[src/rtl/mux_scan_sequencer.sv]
// Drives the select lines of an external 8:1 mux across the enabled channels in
// ascending order, lets each channel settle, and captures Y into a per-channel sample register.
module mux_scan_sequencer #(
    parameter int DWELL_W = 4
) (
    input  logic               clk,
    input  logic               rst_n,
    input  logic               start,
    input  logic [7:0]         chan_mask,
    input  logic [DWELL_W-1:0] dwell,
    input  logic               Y,
    output logic               S0,
    output logic               S1,
    output logic               S2,
    output logic               busy,
    output logic               done,
    output logic [7:0]         sample
);

    typedef enum logic [1:0] {
        IDLE,
        SETTLE,
        SAMPLE,
        DONE
    } state_t;

    state_t             state_q;
    logic [2:0]         sel_q;
    logic [DWELL_W-1:0] cnt_q;
    logic [DWELL_W-1:0] dwell_q;
    logic [7:0]         mask_q;
    logic [7:0]         sample_q;
    logic               busy_q;
    logic               done_q;

    logic [2:0]         first_idx_d;
    logic [2:0]         next_idx_d;
    logic               has_next_d;

    // Scanning from the top down leaves the lowest qualifying index in the result.
    // NOTE: every variable assigned in always_comb gets a default first so no latch is inferred.
    always_comb begin
        first_idx_d = 3'd0;
        next_idx_d  = 3'd0;
        has_next_d  = 1'b0;
        for (int i = 7; i >= 0; i--) begin
            if (chan_mask[i]) begin
                first_idx_d = 3'(i);
            end
            if (mask_q[i] && (i > int'(sel_q))) begin
                next_idx_d = 3'(i);
                has_next_d = 1'b1;
            end
        end
    end

    // NOTE: sequential state uses non-blocking assignments so every flop sees pre-edge values.
    always_ff @(posedge clk or negedge rst_n) begin
        if (!rst_n) begin
            state_q  <= IDLE;
            sel_q    <= 3'd0;
            cnt_q    <= '0;
            dwell_q  <= '0;
            mask_q   <= 8'h00;
            sample_q <= 8'h00;
            busy_q   <= 1'b0;
            done_q   <= 1'b0;
        end else begin
            case (state_q)
                IDLE: begin
                    done_q <= 1'b0;
                    if (start) begin
                        sample_q <= 8'h00;
                        if (chan_mask != 8'h00) begin
                            mask_q  <= chan_mask;
                            dwell_q <= dwell;
                            sel_q   <= first_idx_d;
                            cnt_q   <= dwell;
                            busy_q  <= 1'b1;
                            state_q <= SETTLE;
                        end else begin
                            done_q  <= 1'b1;
                            state_q <= DONE;
                        end
                    end
                end
                SETTLE: begin
                    if (cnt_q == '0) begin
                        state_q <= SAMPLE;
                    end else begin
                        cnt_q <= cnt_q - 1'b1;
                    end
                end
                SAMPLE: begin
                    sample_q[sel_q] <= Y;
                    if (has_next_d) begin
                        sel_q   <= next_idx_d;
                        cnt_q   <= dwell_q;
                        state_q <= SETTLE;
                    end else begin
                        busy_q  <= 1'b0;
                        done_q  <= 1'b1;
                        state_q <= DONE;
                    end
                end
                DONE: begin
                    done_q  <= 1'b0;
                    state_q <= IDLE;
                end
                default: begin
                    busy_q  <= 1'b0;
                    done_q  <= 1'b0;
                    state_q <= IDLE;
                end
            endcase
        end
    end

    assign {S2, S1, S0} = sel_q;
    assign busy         = busy_q;
    assign done         = done_q;
    assign sample       = sample_q;

endmodule

[config.mk]
export PLATFORM = sky130hd
export DESIGN_NAME = mux_scan_sequencer
export DESIGN_NICKNAME = d
export VERILOG_FILES = /design/src/rtl/mux_scan_sequencer.sv
export SDC_FILE = /design/constraint.sdc
export NUM_CORES = 1
export LEC_CHECK = 0
export ABC_AREA = 1
export CORE_ASPECT_RATIO = 2
export CORE_MARGIN = 2
export CORE_UTILIZATION = 55
export DETAILED_ROUTE_END_ITERATION = 16
export PLACE_DENSITY = 0.79
export RECOVER_POWER = 25
export SLEW_MARGIN = 20
export SYNTH_ARGS = -nofsm -noshare
export SYNTH_HDL_FRONTEND = slang
export SYNTH_SLANG_ARGS = --single-unit
[constraint.sdc]
create_clock -name clk -period 3.7 [get_ports clk]
set_clock_uncertainty 0.05 [all_clocks]
set_input_delay 0.74 -clock clk [delete_from_list [all_inputs] [get_ports clk]]
set_output_delay 0.74 -clock clk [all_outputs]
set_load 0.1 [all_outputs]
==> parameters.txt, run 1 <==
Parameter                              Value

Finish
  Post-route cell area    2180 um^2
  Layout net count    roughly 300
  Fraction of layout instances using a drive strength above 1    0.0903
  Inserted Diodes    0
  Layout overhead on the synthesized area    19.8%

Floorplan
  Starting density of the core    0.577
  Top Ports    29
  Die ar.    between 3000 and 4000 um^2
  Core Area    around 3200 um^2
  FP Rows    29
  Die Wd    approximately 45 um
  Die Y-Extent    around 85 um

Placed design
  Placement-stage cell area    ~2100 um^2
  Final estimated routing congestion in global placement    0.838
  Placed wire-length estimate    just over 3 mm
  Buffers on Ports    28

STA
  Portion of the clock cycle consumed by the worst path in the final layout    0.749
  Aggregate negative setup slack    0 ps
  Max Clock Freq    around 360 MHz
  Hold Violations, Final    0
  Normalized max-slew margin    -0.0509
  Slew at the pin closest to its max-slew limit    roughly 1600 ps
  Final critical delay including setup and external delays    2770 ps
  Number of failing setup endpoints in the final timing report    0
  Final slew viol count    31
  Setup repair after global routing missed its margin    false

Routing
  Routed vias/inst    roughly 5.4
  Total length of routed wires    ~4 mm
  Number of search-and-repair iterations in the first detailed-routing pass    4
  Count of vias placed by the detailed router    about 1700
  Number of nets with antenna violations after routing    0
  Violation count after the first detailed-routing iteration    38
  Avg WL per Cell    roughly 13 um
  DRC viols    0

Clock network
  Setup fix buffers added after clock tree synthesis    0
  Post-cts resize count    0
  Clock net sink count    30
  Clock buffers created by TritonCTS    5
  Clock H-tree levels    2
  Buffer cell driving the clock tree root    clkbuf_8
  Clock transition at the registers of the reported paths    60 ps
  Hold bufs inserted after CTS    0
  Clock insertion delay at the later pin of the skew report    280 ps
  Clock tree from TritonCTS    built
  Max Buffers Root-to-Sink    2

GRT
  Number of antenna violations at the first check in global routing    0
  Wire length of the first global-routing pass    6.84 mm
  Total Routing Usage GR    0.240
  Total overflow reported by the global router    0
  Pin count of the biggest net entering global routing    31
  Vias in the first global route    1565

Worst setup path
  Critical Path RT    ~2900 ps
  Worst setup path category    flop to output port
  WP data arrival    around 2000 ps
  WP buf/inv    1
  Crit path largest cell delay    roughly 1200 ps
  Critical path fanouts, max    8
  Crit path cell chain    clkdlybuf4s50_1
  Family of cells with the greatest summed delay on the critical path    buffers and inverters
  Cell type of the slowest stage on the worst timing path    clkdlybuf4s50_1
  Crit path capture type    output port
  Worst setup SP type    flop

Yosys
  Synth warn    0
  Cell variety after synth    26
  Share of the yosys chip area belonging to registers    0.412
  Synth area leader    dfrtp_1
  Async S/R FF share, synth    1.00
  Portion of synthesized cell area occupied by the leading cell type    0.412
  Post-synthesis cell area    1820 um^2
  Synth Flop Type    dfrtp_1
  Syn_area_per_cell    7.38 um^2
  Post-synth EDFFs    0
  Instance count of the mapped netlist    247
  Largest cells by area after synthesis    dfrtp_1, nand2_1, inv_1
  Post-Synthesis Net Count    between 200 and 300
  FF+latch count, synth    30
  Cell with the most instances after synthesis    nand2_1
  Ranking of synthesized cells by instance count    nand2_1, inv_1, dfrtp_1, o21ai_0, a21oi_1

Outcome
  Violations in the final reports    max-capacitance violations, max-slew violations
  Result of the run    finished, violations left

Flow run
  Max-cap violation count    1

Power
  Power per cell area    a little over 900 nW/um^2
  Total leakage power    0.00105 uW
  Max rail drop VDD    0.568 mV

Hold path
  Class of the most critical hold timing path    flop to flop
-- stage by stage --
step	util	setup WS (ps)	power, uW	instances	hold slack, ps
detailed placement	0.669	1080	1770	301	425
global route	0.692	878	2180	308	468
CTS	0.693	929	2010	308	444
finish	0.692	929	2000	308	440
floorplan	-	1550	1510	247	394
global placement	0.669	1120	1740	301	418
-- flip-flops by register name, summed over array words and instances (netlist names) --
register,count
done,1
dwell_q,4
sample,8
sel_q,3
busy,1
mask_q,7
cnt_q,4
state_q,2
-- path summary, 6_finish.rpt --
check	start	to	slack [ps]	cells past startpoint
min in group asynchronous	rst_n	sample[6]	1340	2
min reg2reg	dwell_q[1]	dwell_q[1]	440	2
min	dwell_q[1]	dwell_q[1]	440	2
max	sel_q[0]	S0	930	1
max reg2reg	state_q[0]	sel_q[0]	1790	9
max in group asynchronous	rst_n	mask_q[1]	1350	2
-- kinds of logic (layout without fill, tap and decap cells) --
kind of cell,Yosys count,in the layout,share of synthesized area
compound gates,55,55,0.164
fa+ha+maj,6,6,0.0412
buf+inv,40,70,0.0906
flops,30,30,0.412
simple gates,116,116,0.292
-- per-layer routing --
metal,part of all wire,global-route usage
met1,0.36,0.250
met2,0.58,0.436
met3,0.027,0.0362
met4,0.026,0.118
met5,0,0
-- area by class of cell --
type                            count  area [um^2]
Timing Repair Buffer               30          287
Fill cell                         286          973
Inverter                           33          124
Sequential cell                    30          751
Multi-Input combinational cell    177          907
Tap cell                           31         38.8
Clock buffer                        7         76.3
-- cells in the final DEF (no fill, tap or decap), drive strengths merged, types with 2 or more instances in the layout --
master          n
clkbuf          8
dfrtp          30
a31oi           4
ha              6
nand3          14
inv            33
nand2          81
nand4           2
clkdlybuf4s50  25
buf             3
o22ai           5
a21oi          19
nor2           19
o21ai          24
-- power breakdown --
group | internal, uW | switching (uW) | leakage, uW
Clock | 129 | 114 | 0.0000383
Combinational | 358 | 829 | 0.000628
Sequential | 459 | 114 | 0.000385
Total | 946 | 1060 | 0.00105
No activity file was read; power rests on OpenSTA's default activity.
==> inputs of run 2 (changes only) <==
--- a/config.mk
+++ b/config.mk
@@ -8,9 +8,9 @@
 export ABC_AREA = 1
 export CORE_ASPECT_RATIO = 2
 export CORE_MARGIN = 2
-export CORE_UTILIZATION = 55
+export CORE_UTILIZATION = 48
 export DETAILED_ROUTE_END_ITERATION = 16
-export PLACE_DENSITY = 0.79
+export PLACE_DENSITY = 0.73
 export RECOVER_POWER = 25
 export SLEW_MARGIN = 20
 export SYNTH_ARGS = -nofsm -noshare
==> constraint.sdc (replaced) <==
create_clock -name clk -period 2.4 [get_ports clk]
set_clock_uncertainty 0.05 [all_clocks]
set_input_delay 0.48 -clock clk [delete_from_list [all_inputs] [get_ports clk]]
set_output_delay 0.48 -clock clk [all_outputs]
set_load 0.1 [all_outputs]
==> run 2 against run 1 <==
  * The run now ends clean
  * Non-clock buffer count increased by 1
  * Sequential share of layout area decreased by 0.16 points
  * Power increased by 54%
  * Global-route usage decreased by 3.4 points
  * Worst setup slack got worse by 420 ps
  * Register-to-register slack got worse by 1300 ps
  * Flip-flop and latch count unchanged
  * Largest power group unchanged
  * Highest routed layer unchanged
==> parameters.txt, run 2 (same netlist as run 1, synthesis figures left out) <==
Parameter                              Value

Hold path
  Hold EP    dwell_q[2]
  Number of cells on the worst hold path    2
  Min-Delay Startpoint    dwell_q[2]
  Class of the most critical hold timing path    flop to flop

STA
  Portion of the clock cycle consumed by the worst path in the final layout    0.787
  Normalized max-slew margin    0.501
  Hold Violations, Final    0
  Number of failing setup endpoints in the final timing report    0
  Aggregate negative setup slack    0 ps
  Worst-case hold slack    between 400 and 500 ps
  Slew at the pin closest to its max-slew limit    ~750 ps
  Final slew viol count    0
  Max Clock Freq    between 500 and 600 MHz
  Setup repair after global routing missed its margin    false
  Final critical delay including setup and external delays    1890 ps

Finish
  Final core utilization    0.602
  Inserted Diodes    0
  Area of the multi-input gates    approximately 910 um^2
  Post-route cell area    about 2200 um^2
  Fill count    around 370
  Commonest cells after routing, fill and taps aside    nand2_1, inv_1, dfrtp_1
  Final Non-Filler Cells    between 300 and 400
  Sequential cell area    approximately 750 um^2
  Number of flip-flops in the largest register    8
  Layout overhead on the synthesized area    20.3%
  Most common cell after layout, fill and taps aside    nand2_1
  Fraction of layout instances using a drive strength above 1    0.141
  Layout net count    300

Worst setup path
  Endpoint of the most critical register-to-register path    sample[0]
  Worst setup path category    primary input to flop
  Register-to-register setup slack    between 500 and 600 ps
  Crit path capture type    flop
  Critical Path RT    about 2500 ps
  Worst setup SP type    primary input
  Launch instance of the worst register-to-register path    state_q[1]
  WP data arrival    ~2000 ps
  Depth of the most critical reg-to-reg path    7
  Critical path fanouts, max    15

Clock network
  Clock insertion delay at the later pin of the skew report    around 270 ps
  Clock H-tree levels    2
  Buffer cell driving the clock tree root    clkbuf_8
  Max Buffers Root-to-Sink    2
  Clock transition at the registers of the reported paths    approximately 60 ps
  Post-cts resize count    0
  Clock buffers created by TritonCTS    5
  Hold bufs inserted after CTS    0
  Clock net sink count    30
  Clock tree from TritonCTS    built
  Setup fix buffers added after clock tree synthesis    0

Floorplan
  Die Y-Extent    slightly above 90 um
  Core Area    around 3600 um^2
  Die ar.    approximately 4300 um^2
  Top Ports    29
  Starting density of the core    0.500
  Die Wd    47.6 um
  FP Rows    31

Placed design
  Placement-stage cell area    between 2000 and 2500 um^2
  Cell count after placement    320
  Final estimated routing congestion in global placement    between 0.8 and 0.9
  Buffers on Ports    28
  Placed wire-length estimate    2.97 mm

Routing
  DRC viols    0
  Count of vias placed by the detailed router    roughly 1600
  Total length of routed wires    3.88 mm
  Number of search-and-repair iterations in the first detailed-routing pass    4
  Avg WL per Cell    approximately 12 um
  Number of nets with antenna violations after routing    0
  Violation count after the first detailed-routing iteration    16
  Routed vias/inst    5.02

Outcome
  Result of the run    completed

GRT
  Total overflow reported by the global router    0
  Number of antenna violations at the first check in global routing    0
  Total Routing Usage GR    0.206
  Pin count of the biggest net entering global routing    31
  Vias in the first global route    around 1500
  Wire length of the first global-routing pass    6.68 mm

Flow run
  Max-cap violation count    0

Power
  Total leakage power    0.00108 uW
  Power per cell area    ~1400 nW/um^2
  Max rail drop VDD    around 0.67 mV
[run 2: changes by cell type in the layout (fill, tap and decap cells not counted)]
| cell | change |
|---|---|
| clkbuf_2 | +1 |
| buf_4 | +12 |
| clkbuf_8 | +1 |
| clkbuf_1 | -3 |
| clkdlybuf4s50_1 | -11 |
[run 2: report_power, final]
part,total [uW],internal (uW),switching [uW]
sequential,882,708,174
combinational,1810,543,1270
clock,392,221,172
[run 2: stage by stage]
step | total power, uW | worst slack (ps)
after global placement | 2670 | 316
after floorplan | 2320 | 248
after detailed placement | 2700 | 218
final | 3090 | 510
after CTS | 3100 | 495
after global routing | 3350 | 361
[run 2: per-layer routing]
layer | GRT usage | up-vias | routed length [um]
li1 | - | 858 | -
met3 | 0.0417 | 9 | 119
met2 | 0.351 | 34 | 2140
met5 | 0 | - | 0
met4 | 0.0833 | 0 | 85
met1 | 0.233 | 737 | 1540
[run 2: worst max-delay path, cell delays in order]
cell,delay [ps]
clkdlybuf4s50_1,440
nor2_1,160
nand3_1,130
nor2_2,200
inv_1,80
nand3_1,170
buf_4,230
nand2_1,60
o21ai_0,80
[run 2: how the worst max path moves through the flow]
| stage | from | to | slack [ps] | depth (start not counted) |
|---|---|---|---|---|
| after detailed placement | chan_mask[7] | mask_q[3] | 220 | 9 |
| final | chan_mask[7] | mask_q[3] | 510 | 9 |
| after CTS | chan_mask[7] | mask_q[3] | 500 | 9 |
| after global placement | chan_mask[7] | mask_q[2] | 320 | 8 |
| after floorplan | sel_q[2] | sel_q[0] | 250 | 10 |
| after global routing | chan_mask[7] | mask_q[3] | 360 | 9 |
[run 2: final cells by class]
type,instances,area share
Inverter,33,0.0565
Sequential cell,30,0.342
Tap cell,49,0.0280
Clock buffer,6,0.0376
Timing Repair Buffer,31,0.122
Multi-Input combinational cell,177,0.414
==> inputs of run 3 (changes only) <==
--- a/config.mk
+++ b/config.mk
@@ -8,9 +8,9 @@
 export ABC_AREA = 1
 export CORE_ASPECT_RATIO = 2
 export CORE_MARGIN = 2
-export CORE_UTILIZATION = 48
+export CORE_UTILIZATION = 53
 export DETAILED_ROUTE_END_ITERATION = 16
-export PLACE_DENSITY = 0.73
+export PLACE_DENSITY = 0.76
 export RECOVER_POWER = 25
 export SLEW_MARGIN = 20
 export SYNTH_ARGS = -nofsm -noshare
==> constraint.sdc (replaced) <==
create_clock -name clk -period 1.8 [get_ports clk]
set_clock_uncertainty 0.05 [all_clocks]
set_input_delay 0.36 -clock clk [delete_from_list [all_inputs] [get_ports clk]]
set_output_delay 0.36 -clock clk [all_outputs]
set_load 0.1 [all_outputs]
==> run 3 against run 2 <==
  * Combinational power rose by 54%
  * Power up 51%
  * Worst hold slack improved by 4.2 ps
  * Sequential power is 39% higher
  * Utilization rose by 14 points
  * Flip-flop and latch count unchanged
  * Global-route usage up 4.6 points
  * First-iteration DRC count grew 120%
  * Via count up 8.3%
  * Final cell count down 0.31%
  * Count of clock-buffer cells in the layout increased by 2
  * Register-to-register slack worse by 410 ps
  * Highest routed layer unchanged
==> parameters.txt, run 3 (same netlist as run 1, synthesis figures left out) <==
Parameter                              Value

Routing
  Number of nets with antenna violations after routing    0
  DRC viols    0
  Count of vias placed by the detailed router    around 1800
  Avg WL per Cell    between 10 and 15 um
  Total length of routed wires    approximately 4.4 mm
  Violation count after the first detailed-routing iteration    35
  Routed vias/inst    between 5 and 6
  Number of search-and-repair iterations in the first detailed-routing pass    4

Finish
  Inserted Diodes    0
  Area of the multi-input gates    a little over 900 um^2
  Commonest cells after routing, fill and taps aside    nand2_1, inv_1, dfrtp_1
  Fraction of layout instances using a drive strength above 1    0.198
  Number of flip-flops in the largest register    8
  Fill count    approximately 250
  Most common cell after layout, fill and taps aside    nand2_1
  Layout overhead on the synthesized area    36.4%
  Post-route cell area    roughly 2500 um^2
  Sequential cell area    between 700 and 800 um^2
  Final Non-Filler Cells    325
  Layout net count    about 310

Worst setup path
  Family of cells with the greatest summed delay on the critical path    simple AND/OR/NAND/NOR gates
  Critical path fanouts, max    11
  Crit path largest cell delay    560 ps
  WP data arrival    around 1800 ps
  Critical Path Most Common Cell    nand2_1
  Cell type of the slowest stage on the worst timing path    dfrtp_4
  Worst setup SP type    flop
  Worst setup path category    flop to flop
  Critical Path RT    between 1500 and 2000 ps
  WP buf/inv    2
  Crit path capture type    flop
  Crit path cell chain    inv_2, nand3_2, nand2_1, nand2_2, nor2_4, nand3_4, nand2_2, inv_2, nand2_1, nand2_1

GRT
  Vias in the first global route    1725
  Number of antenna violations at the first check in global routing    0
  Total Routing Usage GR    0.252
  Pin count of the biggest net entering global routing    14
  Wire length of the first global-routing pass    slightly above 7 mm
  Total overflow reported by the global router    0

Outcome
  Result of the run    completed

Hold path
  Class of the most critical hold timing path    primary input to async pin

Placed design
  Cell count after placement    315
  Pre-CTS setup slack    -154 ps
  Placed wire-length estimate    about 3.5 mm
  Buffers on Ports    28
  Placement-stage cell area    2350 um^2
  Final estimated routing congestion in global placement    0.896

STA
  Portion of the clock cycle consumed by the worst path in the final layout    0.928
  Number of failing setup endpoints in the final timing report    0
  Hold Violations, Final    0
  Post-route setup slack    around 130 ps
  Normalized max-slew margin    0.620
  Final critical delay including setup and external delays    1670 ps
  Final slew viol count    0
  Slew at the pin closest to its max-slew limit    570 ps
  Max Clock Freq    about 600 MHz
  Setup repair after global routing missed its margin    false

Power
  Power per cell area    between 1500 and 2000 nW/um^2
  Total leakage power    ~0.0012 uW
  Max rail drop VDD    1.18 mV

Floorplan
  FP Rows    30
  Starting density of the core    0.546
  Die Y-Extent    86.9 um
  Top Ports    29
  Core Area    approximately 3300 um^2
  Die Wd    45.5 um
  Die ar.    slightly below 4000 um^2

Clock network
  Clock H-tree levels    2
  Max Buffers Root-to-Sink    2
  Buffer cell driving the clock tree root    clkbuf_8
  Clock tree from TritonCTS    built
  Clock insertion delay at the later pin of the skew report    roughly 290 ps
  Clock net sink count    30
  Clock transition at the registers of the reported paths    70 ps
  Clock buffers created by TritonCTS    5
  Hold bufs inserted after CTS    0

Flow run
  Max-cap violation count    0
run 3: changes by cell type in the layout (fill, tap and decap cells not counted), sizes merged:
cell	before	now
clkbuf	7	10
buf	15	28
run 3: layout make-up:
type,count,share of cell area
clock buffer,8,0.0443
inverter,33,0.0498
multi-input combinational,177,0.369
sequential,30,0.305
tap,32,0.0161
timing repair buffer,45,0.215
run 3: repair_timing:
| action | in CTS | in global routing |
|---|---|---|
| buffers inserted | 0 | 2 |
| cloned | 0 | 0 |
| hold endpoints to repair | 0 | 0 |
| setup endpoints to repair | 1 | 11 |
| gates resized for setup | 1 | 3 |
run 3: per-layer routing:
layer,wire [um],share of wire,global-route usage
met3,120,0.027,0.0456
met1,1540,0.35,0.231
met4,173,0.039,0.142
met5,0,0,0
met2,2550,0.58,0.472
run 3: per-stage QoR:
step | TNS, ps | total power [uW] | util | hold slack [ps]
floorplan | 0 | 3110 | - | 14.4
global placement | -569 | 3890 | 0.704 | 420
detailed placement | -1290 | 3950 | 0.704 | 431
CTS | 0 | 4620 | 0.739 | 395
global route | 0 | 4990 | 0.744 | 465
finish | 0 | 4670 | 0.744 | 438
run 3: worst register-to-register path, cell delays in order (launching register included):
cell and delay (ps):
dfrtp_4 560, inv_2 110, nand3_2 110, nand2_1 130, nand2_2 90, nor2_4 120, nand3_4 100, nand2_2 130
inv_2 50, nand2_1 60, nand2_1 50
run 3: path summary, 6_finish.rpt:
path                             end  slack [ps]  cells after the start       from
setup / recovery            sel_q[2]         130                     10   sel_q[2]
hold / removal              sel_q[2]         440                      1      rst_n
setup reg to reg            sel_q[2]         130                     10   sel_q[2]
hold reg to reg            mask_q[6]         450                      2  mask_q[6]
max in group asynchronous  mask_q[6]         380                      2      rst_n
min in group clk           mask_q[6]         450                      2  mask_q[6]
run 3: where the power goes:
group / total, uW / switching [uW] / internal [uW]
sequential: 1230 / 276 / 955
clock: 644 / 258 / 386
combinational: 2790 / 1770 / 1020
